$ cat src/rtl/matrix_pkg.sv
// -----------------------------------------------------------------------------
// matrix_pkg
// Shared types and constants for the 8x8 RGB LED matrix scanner.
//   color_t     : 2-bit cell colour as written by game logic ({red, green})
//   phase_t     : per-row scan phase produced by matrix_row_timer
//   ROWS/COLS   : matrix geometry
//   SEL_EN      : bit position of the row-enable flag inside SEL
//   OVER_EVEN/ODD : game-over checkerboard column patterns (already active-low)
//   BLANK_LEVEL : column value that turns every LED in a row off
// -----------------------------------------------------------------------------
package matrix_pkg;

  typedef enum logic [1:0] {
    OFF    = 2'b00,
    GREEN  = 2'b01,
    RED    = 2'b10,
    YELLOW = 2'b11
  } color_t;

  typedef enum logic [1:0] {
    PH_BLANK = 2'd0,
    PH_LATCH = 2'd1,
    PH_SHOW  = 2'd2
  } phase_t;

  localparam int         ROWS        = 8;
  localparam int         COLS        = 8;
  localparam int         SEL_EN      = 3;
  localparam logic [7:0] OVER_EVEN   = 8'b01010101;
  localparam logic [7:0] OVER_ODD    = 8'b10101010;
  localparam logic [7:0] BLANK_LEVEL = 8'hFF;

  // Checkerboard pattern for a row; only the row parity matters.
  function automatic logic [7:0] overlay_row(input logic row_odd);
    return row_odd ? OVER_ODD : OVER_EVEN;
  endfunction

endpackage

$ cat src/rtl/matrix_row_timer.sv
// -----------------------------------------------------------------------------
// matrix_row_timer
// Prescaler that slices every ROW_PERIOD = CLK_HZ/ROW_HZ clock cycles into
// BLANK (BLANK_CYCLES cycles), LATCH (1 cycle) and SHOW (the remainder).
// Ports:
//   clk         in   system clock
//   rst_n       in   asynchronous active-low reset (restarts in BLANK, count 0)
//   phase       out  current phase, phase_t encoding
//   row_advance out  high during the last SHOW cycle; the next edge starts a
//                    new row in BLANK
// ROW_PERIOD must exceed BLANK_CYCLES+1 and BLANK_CYCLES must be at least 1.
// -----------------------------------------------------------------------------
module matrix_row_timer
  import matrix_pkg::*;
#(
  parameter int CLK_HZ       = 50_000_000,
  parameter int ROW_HZ       = 8_000,
  parameter int BLANK_CYCLES = 64
) (
  input  logic       clk,
  input  logic       rst_n,
  output logic [1:0] phase,
  output logic       row_advance
);

  localparam int ROW_PERIOD  = CLK_HZ / ROW_HZ;
  localparam int SHOW_CYCLES = ROW_PERIOD - BLANK_CYCLES - 1;
  localparam int CNT_W       = (ROW_PERIOD > 2) ? $clog2(ROW_PERIOD) : 1;

  localparam logic [CNT_W-1:0] BLANK_LAST = CNT_W'(BLANK_CYCLES - 1);
  localparam logic [CNT_W-1:0] SHOW_LAST  = CNT_W'(SHOW_CYCLES - 1);

  phase_t           state_q, state_d;
  logic [CNT_W-1:0] cnt_q, cnt_d;
  logic             row_advance_d;

  always_ff @(posedge clk or negedge rst_n) begin
    if (!rst_n) begin
      state_q <= PH_BLANK;
      cnt_q   <= '0;
    end else begin
      state_q <= state_d;
      cnt_q   <= cnt_d;
    end
  end

  always_comb begin
    state_d       = state_q;
    cnt_d         = cnt_q;
    row_advance_d = 1'b0;
    case (state_q)
      PH_BLANK: begin
        if (cnt_q == BLANK_LAST) begin
          state_d = PH_LATCH;
          cnt_d   = '0;
        end else begin
          cnt_d = cnt_q + CNT_W'(1);
        end
      end
      PH_LATCH: begin
        state_d = PH_SHOW;
        cnt_d   = '0;
      end
      PH_SHOW: begin
        if (cnt_q == SHOW_LAST) begin
          state_d       = PH_BLANK;
          cnt_d         = '0;
          row_advance_d = 1'b1;
        end else begin
          cnt_d = cnt_q + CNT_W'(1);
        end
      end
      default: begin
        state_d = PH_BLANK;
        cnt_d   = '0;
      end
    endcase
  end

  assign phase       = state_q;
  assign row_advance = row_advance_d;

endmodule

$ cat src/rtl/led_matrix_scanner.sv
// -----------------------------------------------------------------------------
// led_matrix_scanner
// Two-plane (red/green) 8x8 framebuffer with a cell write port, a one-row-per-
// cycle clear sweep, and a row scanner that drives the active-low matrix pins
// with per-row blanking and an optional game-over checkerboard overlay.
// Ports:
//   CLK, RST_N       clock, asynchronous active-low reset
//   wr_valid/ready   cell write handshake; ready drops during a clear
//   wr_x, wr_y       row index, column index (DATA bit y)
//   wr_color         {red, green} cell colour
//   clr              one-cycle pulse, clears the whole framebuffer
//   overlay_en       show the checkerboard instead of the framebuffer
//   DATA_R/G/B       active-low column drives (blue unused, held off)
//   SEL              {enable, row[2:0]}
//   frame_start      one-cycle pulse when row 0 is latched
// -----------------------------------------------------------------------------
module led_matrix_scanner
  import matrix_pkg::*;
#(
  parameter int CLK_HZ       = 50_000_000,
  parameter int ROW_HZ       = 8_000,
  parameter int BLANK_CYCLES = 64
) (
  input  logic       CLK,
  input  logic       RST_N,
  input  logic       wr_valid,
  output logic       wr_ready,
  input  logic [2:0] wr_x,
  input  logic [2:0] wr_y,
  input  logic [1:0] wr_color,
  input  logic       clr,
  input  logic       overlay_en,
  output logic [7:0] DATA_R,
  output logic [7:0] DATA_G,
  output logic [7:0] DATA_B,
  output logic [3:0] SEL,
  output logic       frame_start
);

  // ---------------------------------------------------------------------------
  // Row timing
  // ---------------------------------------------------------------------------
  logic [1:0] phase_raw;
  phase_t     phase;
  logic       row_advance;

  matrix_row_timer #(
    .CLK_HZ       (CLK_HZ),
    .ROW_HZ       (ROW_HZ),
    .BLANK_CYCLES (BLANK_CYCLES)
  ) u_row_timer (
    .clk         (CLK),
    .rst_n       (RST_N),
    .phase       (phase_raw),
    .row_advance (row_advance)
  );

  assign phase = phase_t'(phase_raw);

  // ---------------------------------------------------------------------------
  // Write port and clear sweep
  // ---------------------------------------------------------------------------
  logic       clear_busy_q, clear_busy_d;
  logic [2:0] clear_row_q, clear_row_d;
  logic       clear_start;
  logic [2:0] clear_idx;
  logic       wr_fire;
  color_t     wr_col;
  logic       wr_red, wr_green;
  logic [7:0] col_mask;

  // clr wins over a write in the same cycle, hence the combinational term.
  assign wr_ready    = !clear_busy_q && !clr;
  assign wr_fire     = wr_valid && wr_ready;
  assign clear_start = clr && !clear_busy_q;
  // Row 0 is zeroed on the clr edge itself, rows 1..7 on the busy cycles.
  assign clear_idx   = clear_start ? 3'd0 : clear_row_q;

  assign wr_col   = color_t'(wr_color);
  assign wr_red   = (wr_col == RED)   || (wr_col == YELLOW);
  assign wr_green = (wr_col == GREEN) || (wr_col == YELLOW);
  assign col_mask = 8'b1 << wr_y;

  always_comb begin
    clear_busy_d = clear_busy_q;
    clear_row_d  = clear_row_q;
    if (clear_start) begin
      clear_busy_d = 1'b1;
      clear_row_d  = 3'd1;
    end else if (clear_busy_q) begin
      if (clear_row_q == 3'd7) begin
        clear_busy_d = 1'b0;
        clear_row_d  = 3'd0;
      end else begin
        clear_row_d = clear_row_q + 3'd1;
      end
    end
  end

  always_ff @(posedge CLK or negedge RST_N) begin
    if (!RST_N) begin
      clear_busy_q <= 1'b0;
      clear_row_q  <= 3'd0;
    end else begin
      clear_busy_q <= clear_busy_d;
      clear_row_q  <= clear_row_d;
    end
  end

  // ---------------------------------------------------------------------------
  // Framebuffer: one bit per cell per plane, 1 = LED on
  // ---------------------------------------------------------------------------
  logic [ROWS-1:0][7:0] fb_r_q, fb_r_d;
  logic [ROWS-1:0][7:0] fb_g_q, fb_g_d;
  logic [ROWS-1:0]      row_wr;
  logic [ROWS-1:0]      row_clr;

  genvar gi;
  generate
    for (gi = 0; gi < ROWS; gi++) begin : g_fb_row
      assign row_wr[gi]  = wr_fire && (wr_x == 3'(gi));
      assign row_clr[gi] = (clear_start || clear_busy_q) && (clear_idx == 3'(gi));

      assign fb_r_d[gi] = row_clr[gi] ? 8'h00 :
                          row_wr[gi]  ? (wr_red ? (fb_r_q[gi] | col_mask)
                                                : (fb_r_q[gi] & ~col_mask))
                                      : fb_r_q[gi];
      assign fb_g_d[gi] = row_clr[gi] ? 8'h00 :
                          row_wr[gi]  ? (wr_green ? (fb_g_q[gi] | col_mask)
                                                  : (fb_g_q[gi] & ~col_mask))
                                      : fb_g_q[gi];
    end
  endgenerate

  always_ff @(posedge CLK or negedge RST_N) begin
    if (!RST_N) begin
      fb_r_q <= '0;
      fb_g_q <= '0;
    end else begin
      fb_r_q <= fb_r_d;
      fb_g_q <= fb_g_d;
    end
  end

  // ---------------------------------------------------------------------------
  // Scan output registers. They only move on the LATCH edge (row data in) or
  // the edge that enters BLANK (columns dark, enable off), so a write landing
  // while a row is shown cannot tear it. The LATCH read sees pre-edge
  // framebuffer contents, so a same-cycle write waits for the next frame.
  // ---------------------------------------------------------------------------
  logic [2:0] row_q, row_d;
  logic [3:0] sel_q, sel_d;
  logic [7:0] data_r_q, data_r_d;
  logic [7:0] data_g_q, data_g_d;
  logic       frame_start_q, frame_start_d;
  logic [2:0] row_next;

  assign row_next = row_q + 3'd1;

  always_comb begin
    row_d         = row_q;
    sel_d         = sel_q;
    data_r_d      = data_r_q;
    data_g_d      = data_g_q;
    frame_start_d = 1'b0;
    if (phase == PH_LATCH) begin
      sel_d         = 4'b0000;
      sel_d[SEL_EN] = 1'b1;
      sel_d[2:0]    = row_q;
      if (overlay_en) begin
        data_r_d = overlay_row(row_q[0]);
        data_g_d = BLANK_LEVEL;
      end else begin
        data_r_d = ~fb_r_q[row_q];
        data_g_d = ~fb_g_q[row_q];
      end
      frame_start_d = (row_q == 3'd0);
    end else if (row_advance) begin
      row_d      = row_next;
      sel_d      = 4'b0000;
      sel_d[2:0] = row_next;
      data_r_d   = BLANK_LEVEL;
      data_g_d   = BLANK_LEVEL;
    end
  end

  always_ff @(posedge CLK or negedge RST_N) begin
    if (!RST_N) begin
      row_q         <= 3'd0;
      sel_q         <= 4'b1000;
      data_r_q      <= BLANK_LEVEL;
      data_g_q      <= BLANK_LEVEL;
      frame_start_q <= 1'b0;
    end else begin
      row_q         <= row_d;
      sel_q         <= sel_d;
      data_r_q      <= data_r_d;
      data_g_q      <= data_g_d;
      frame_start_q <= frame_start_d;
    end
  end

  assign DATA_R      = data_r_q;
  assign DATA_G      = data_g_q;
  assign DATA_B      = BLANK_LEVEL;
  assign SEL         = sel_q;
  assign frame_start = frame_start_q;

endmodule

$ cat config.mk
export PLATFORM = sky130hd
export DESIGN_NAME = led_matrix_scanner
export DESIGN_NICKNAME = d
export VERILOG_FILES = /design/src/rtl/matrix_pkg.sv /design/src/rtl/matrix_row_timer.sv /design/src/rtl/led_matrix_scanner.sv
export SDC_FILE = /design/constraint.sdc
export NUM_CORES = 1
export LEC_CHECK = 0
export CORE_MARGIN = 2
export CORE_UTILIZATION = 60
export CTS_BUF_LIST = sky130_fd_sc_hd__clkbuf_8
export DETAILED_ROUTE_END_ITERATION = 8
export PLACE_DENSITY = 0.87
export SLEW_MARGIN = 10
export SYNTH_ARGS = -nofsm -noshare
export SYNTH_HDL_FRONTEND = slang
export SYNTH_HIERARCHICAL = 1
export SYNTH_SLANG_ARGS = --single-unit
$ cat constraint.sdc
create_clock -name CLK -period 3.6 [get_ports CLK]
set_input_delay 1.08 -clock CLK [delete_from_list [all_inputs] [get_ports CLK]]
set_output_delay 1.08 -clock CLK [all_outputs]
set_load 0.01 [all_outputs]
==> results of run 1 <==
[cells in the final DEF, fill, tap and decap left out, drive strengths merged, types with 17 or more instances in the layout]
cell type | netlist | layout
mux4 | 29 | 29
o21ai | 25 | 25
nor3 | 21 | 21
dfrtp | 154 | 154
nand3 | 66 | 66
clkdlybuf4s50 | 0 | 31
dfstp | 17 | 17
buf | 43 | 35
nor2 | 151 | 151
mux2i | 126 | 126
nor2b | 17 | 17
clkbuf | 29 | 21
[worst register-to-register path, stage by stage, from the launching register on]
cell	delay [ns]
dfrtp_1	0.43
or4_4	0.56
nor4_2	0.43
and3b_1	0.40
nand2b_1	0.19
o21ai_0	0.22
nor3_1	0.52
[final timing paths]
check | endpoint | slack (ns) | cells past startpoint
max in group asynchronous | fb_g_q[42] | 2.23 | 2
setup reg to reg | DATA_R[7] | 0.71 | 6
setup / recovery | wr_ready | 0.31 | 3
min in group asynchronous | clear_row_q[2] | 0.53 | 1
hold reg to reg | SEL[3] | 0.48 | 2
hold / removal | SEL[3] | 0.48 | 2
[cell usage after synthesis, types with 2 or more instances]
cell      number  share of area [%]
and3b_1        4               0.39
nor3b_2        2               0.28
nor3_2         5               0.56
and3_1         7               0.49
dfstp_2       17                5.0
clkbuf_1      29                1.2
nand2b_1      10               0.71
nor3b_1        4               0.34
nor3_1        16               0.90
buf_2         21                1.2
o21ai_0       25                1.4
mux4_2        29                7.4
a21oi_1        4               0.23
or4_4          2               0.25
nor2_1       141                6.0
a32o_1         7               0.79
buf_6          3               0.38
ha_1           6               0.85
nand3b_1       4               0.34
nand4_1        5               0.35
buf_1          8               0.34
and4b_1        2               0.23
and4_1         6               0.59
nand3_1       64                3.6
nand3_2        2               0.23
dfrtp_1      154                 43
mux2i_1      126                 14
nor2_2        10               0.71
buf_4         10               0.85
o211a_1        2               0.23
nand2_1        9               0.38
inv_1         10               0.42
mux2_2         4               0.51
xnor2_1       12                1.2
nor2b_1       17                1.2
[power groups by stage]
stage	logic, mW	clock network [mW]	registers, mW
after floorplan	0.376	0	2.04
after global placement	0.545	0	2.07
after detailed placement	0.568	0	2.08
after CTS	0.571	1.46	2.04
after global routing	0.624	1.55	2.05
final	0.581	1.46	2.04
[per-layer routing]
layer	up-vias	routed length (um)	GRT usage, %
met5	-	0	0
met4	0	902	14.4
met3	76	1970	6.67
met2	342	10300	45.3
met1	3294	8760	40.0
li1	2843	-	-
[area by class of cell]
type                    instances  area (um^2)
clock inverters                11          143
repair buffers                 66          584
inverters                      10         37.5
flip-flops and latches        171         4300
multi-input cells             555         4210
well taps                     184          230
fillers                       993         4690
clock buffers                  21          289
[sequential cells by signal (all words and copies together) (netlist names)]
name,count
DATA_G,8
DATA_R,8
u_row_timer/phase,2
row_q,3
SEL,4
fb_g_q,64
clear_busy_q,1
frame_start,1
clear_row_q,3
fb_r_q,64
u_row_timer/cnt_q,13
[cell families (layout without fill, tap and decap cells)]
family / Yosys count / in the layout / synth area share (%)
AND/OR/NAND/NOR: 320 / 320 / 18.8
flip-flops: 171 / 171 / 48.5
multiplexers: 159 / 159 / 22.1
buffers and inverters: 82 / 108 / 4.62
AO/OA/AOI/OAI: 49 / 49 / 3.86
XOR/XNOR: 13 / 13 / 1.28
adder cells (fa/ha/maj): 6 / 6 / 0.846
other: 1 / 8 / 0.0423
[stage by stage]
step	instances	hold WS, ns	power, mW	cell area (um^2)
floorplan	808	0.461	2.41	8900
global placement	986	0.459	2.61	9360
detailed placement	986	0.463	2.64	9360
CTS	1018	0.479	4.07	9790
global route	1018	0.526	4.23	9790
finish	1018	0.478	4.08	9790
==> flow_summary.ini, run 1 <==
[floorplan]
die-width_um = 126
ioPinCount = 43
coreArea_mm2 = 0.0145
placementRows = 44
die_h_um = 126
fp.dieArea_mm2 = 0.0158
start_util_pct = 61.3

[hold_path]
worstHoldStart = SEL[3]
hp-class = flip-flop to flip-flop

[worst_setup_path]
crit_buf_inv = 2
worstPathRequired_ns = 2.52
worst_r2r_startpoint = u_row_timer/cnt_q[7]
critPathTopFamily = buffers and inverters
crit_type = primary input to output pin
worst_ep_arrival_time_ns = 2.21
crit_chain = clkdlybuf4s50_1 > nor2_1 > clkdlybuf4s50_1
crit_path_top_delay_cell = clkdlybuf4s50_1
crit_path_end_kind = output pin
crit_path_start_kind = primary input
cpPeakStageDelay_ns = 0.56
critPathMaxFanout = 2
crit_top_cell = clkdlybuf4s50_1
crit_start = clr

[clock_tree]
cts-root-buf = clkbuf_8
htreeDepth = 4
cts_tree = done
cts_buffer_depth = 2
cts_setup_buffers = 0
hold_buffers = 0
cts_buffers = 17
clkTransAtPathRegs_ns = 0.09
cts_num_sinks = 171
clock_latency_ns = 0.46
cts_resized = 0

[synth]
synthesis.instances = 801
synth_warnings = 6
synth_edf_count = 0
async_reset_ff_share_pct = 100
ys_seq_area_share_pct = 48.5
synthFlopType = dfrtp_1
syn_avg_cell_area_um2 = 11.1
syn_area_mm2 = 0.00887
ys_ff_latch = 171
ys_types = 59

[power]
p_int_mw = 2.89
combinationalPowerShare_pct = 14.3
p_clk_share_pct = 35.7
switching_share_pct = 29.1
seqPwrFrac_pct = 50.0
ir_drop_mv = 0.530
power.density_mw_per_mm2 = 416
p_sw_mw = 1.19
power_leakage_nw = 4.91

[timing]
setup_viol = 0
maxSlewHeadroom_pct = 17.1
worst_slew_pin_slew_ns = 1.24
tns_ns = 0
setup_ws_ns = 0.311
slew_violations = 0
fin_crit_sh_pct = 91.4
hold_viol = 0
period_minus_slack_ns = 3.29
fin_skew_ns = 0.0101
rsz0062_at_grt = no
fmax_mhz = 304

[detailed_routing]
first_pass_iters = 5
postRouteAntennaNets = 0
wirelength_mm = 22.0
drcViolationCount = 0
wire_per_inst_um = 21.6
num_vias = 6555
drtIter0Drc = 763
vias_per_cell = 6.44

[run_status]
status = complete, no violations

[final_layout]
area_delta_synth_final_pct = 10.3
final_net_count = 840
finish.utilization_pct = 67.6
antenna_cells = 0
drive_gt1_share_pct = 17.5

[global_routing]
track_usage_pct = 29.4
grt_max_degree = 58
grt_pass1_vias = 6802
grt_pass1_wl_mm = 36.2
antenna_found_initial = 0
gr-total-overflow = 0

[place]
hpwl_mm = 14.6
gp_congestion = 0.898
portBuffers = 34
place_ws_ns = 0.306

[flow_run]
maxCapViolCount = 0
No activity file was read; power rests on OpenSTA's default activity.
==> run 2, diff against run 1 <==
--- a/config.mk
+++ b/config.mk
@@ -10,7 +10,7 @@
 export CTS_BUF_LIST = sky130_fd_sc_hd__clkbuf_8
 export DETAILED_ROUTE_END_ITERATION = 8
 export PLACE_DENSITY = 0.87
-export SLEW_MARGIN = 10
+export SETUP_SLACK_MARGIN = 0.1
 export SYNTH_ARGS = -nofsm -noshare
 export SYNTH_HDL_FRONTEND = slang
 export SYNTH_HIERARCHICAL = 1
==> results of run 2 <==
No change in the layout: final DEF, timing and power equal those of run 1.
==> run 3, diff against run 2 <==
--- a/config.mk
+++ b/config.mk
@@ -8,7 +8,9 @@
 export CORE_MARGIN = 2
 export CORE_UTILIZATION = 60
 export CTS_BUF_LIST = sky130_fd_sc_hd__clkbuf_8
+export CTS_CLUSTER_DIAMETER = 120
 export DETAILED_ROUTE_END_ITERATION = 8
+export GPL_ROUTABILITY_DRIVEN = 0
 export PLACE_DENSITY = 0.87
 export SETUP_SLACK_MARGIN = 0.1
 export SYNTH_ARGS = -nofsm -noshare
==> results of run 3 <==
No change in the layout: final DEF, timing and power equal those of run 1.
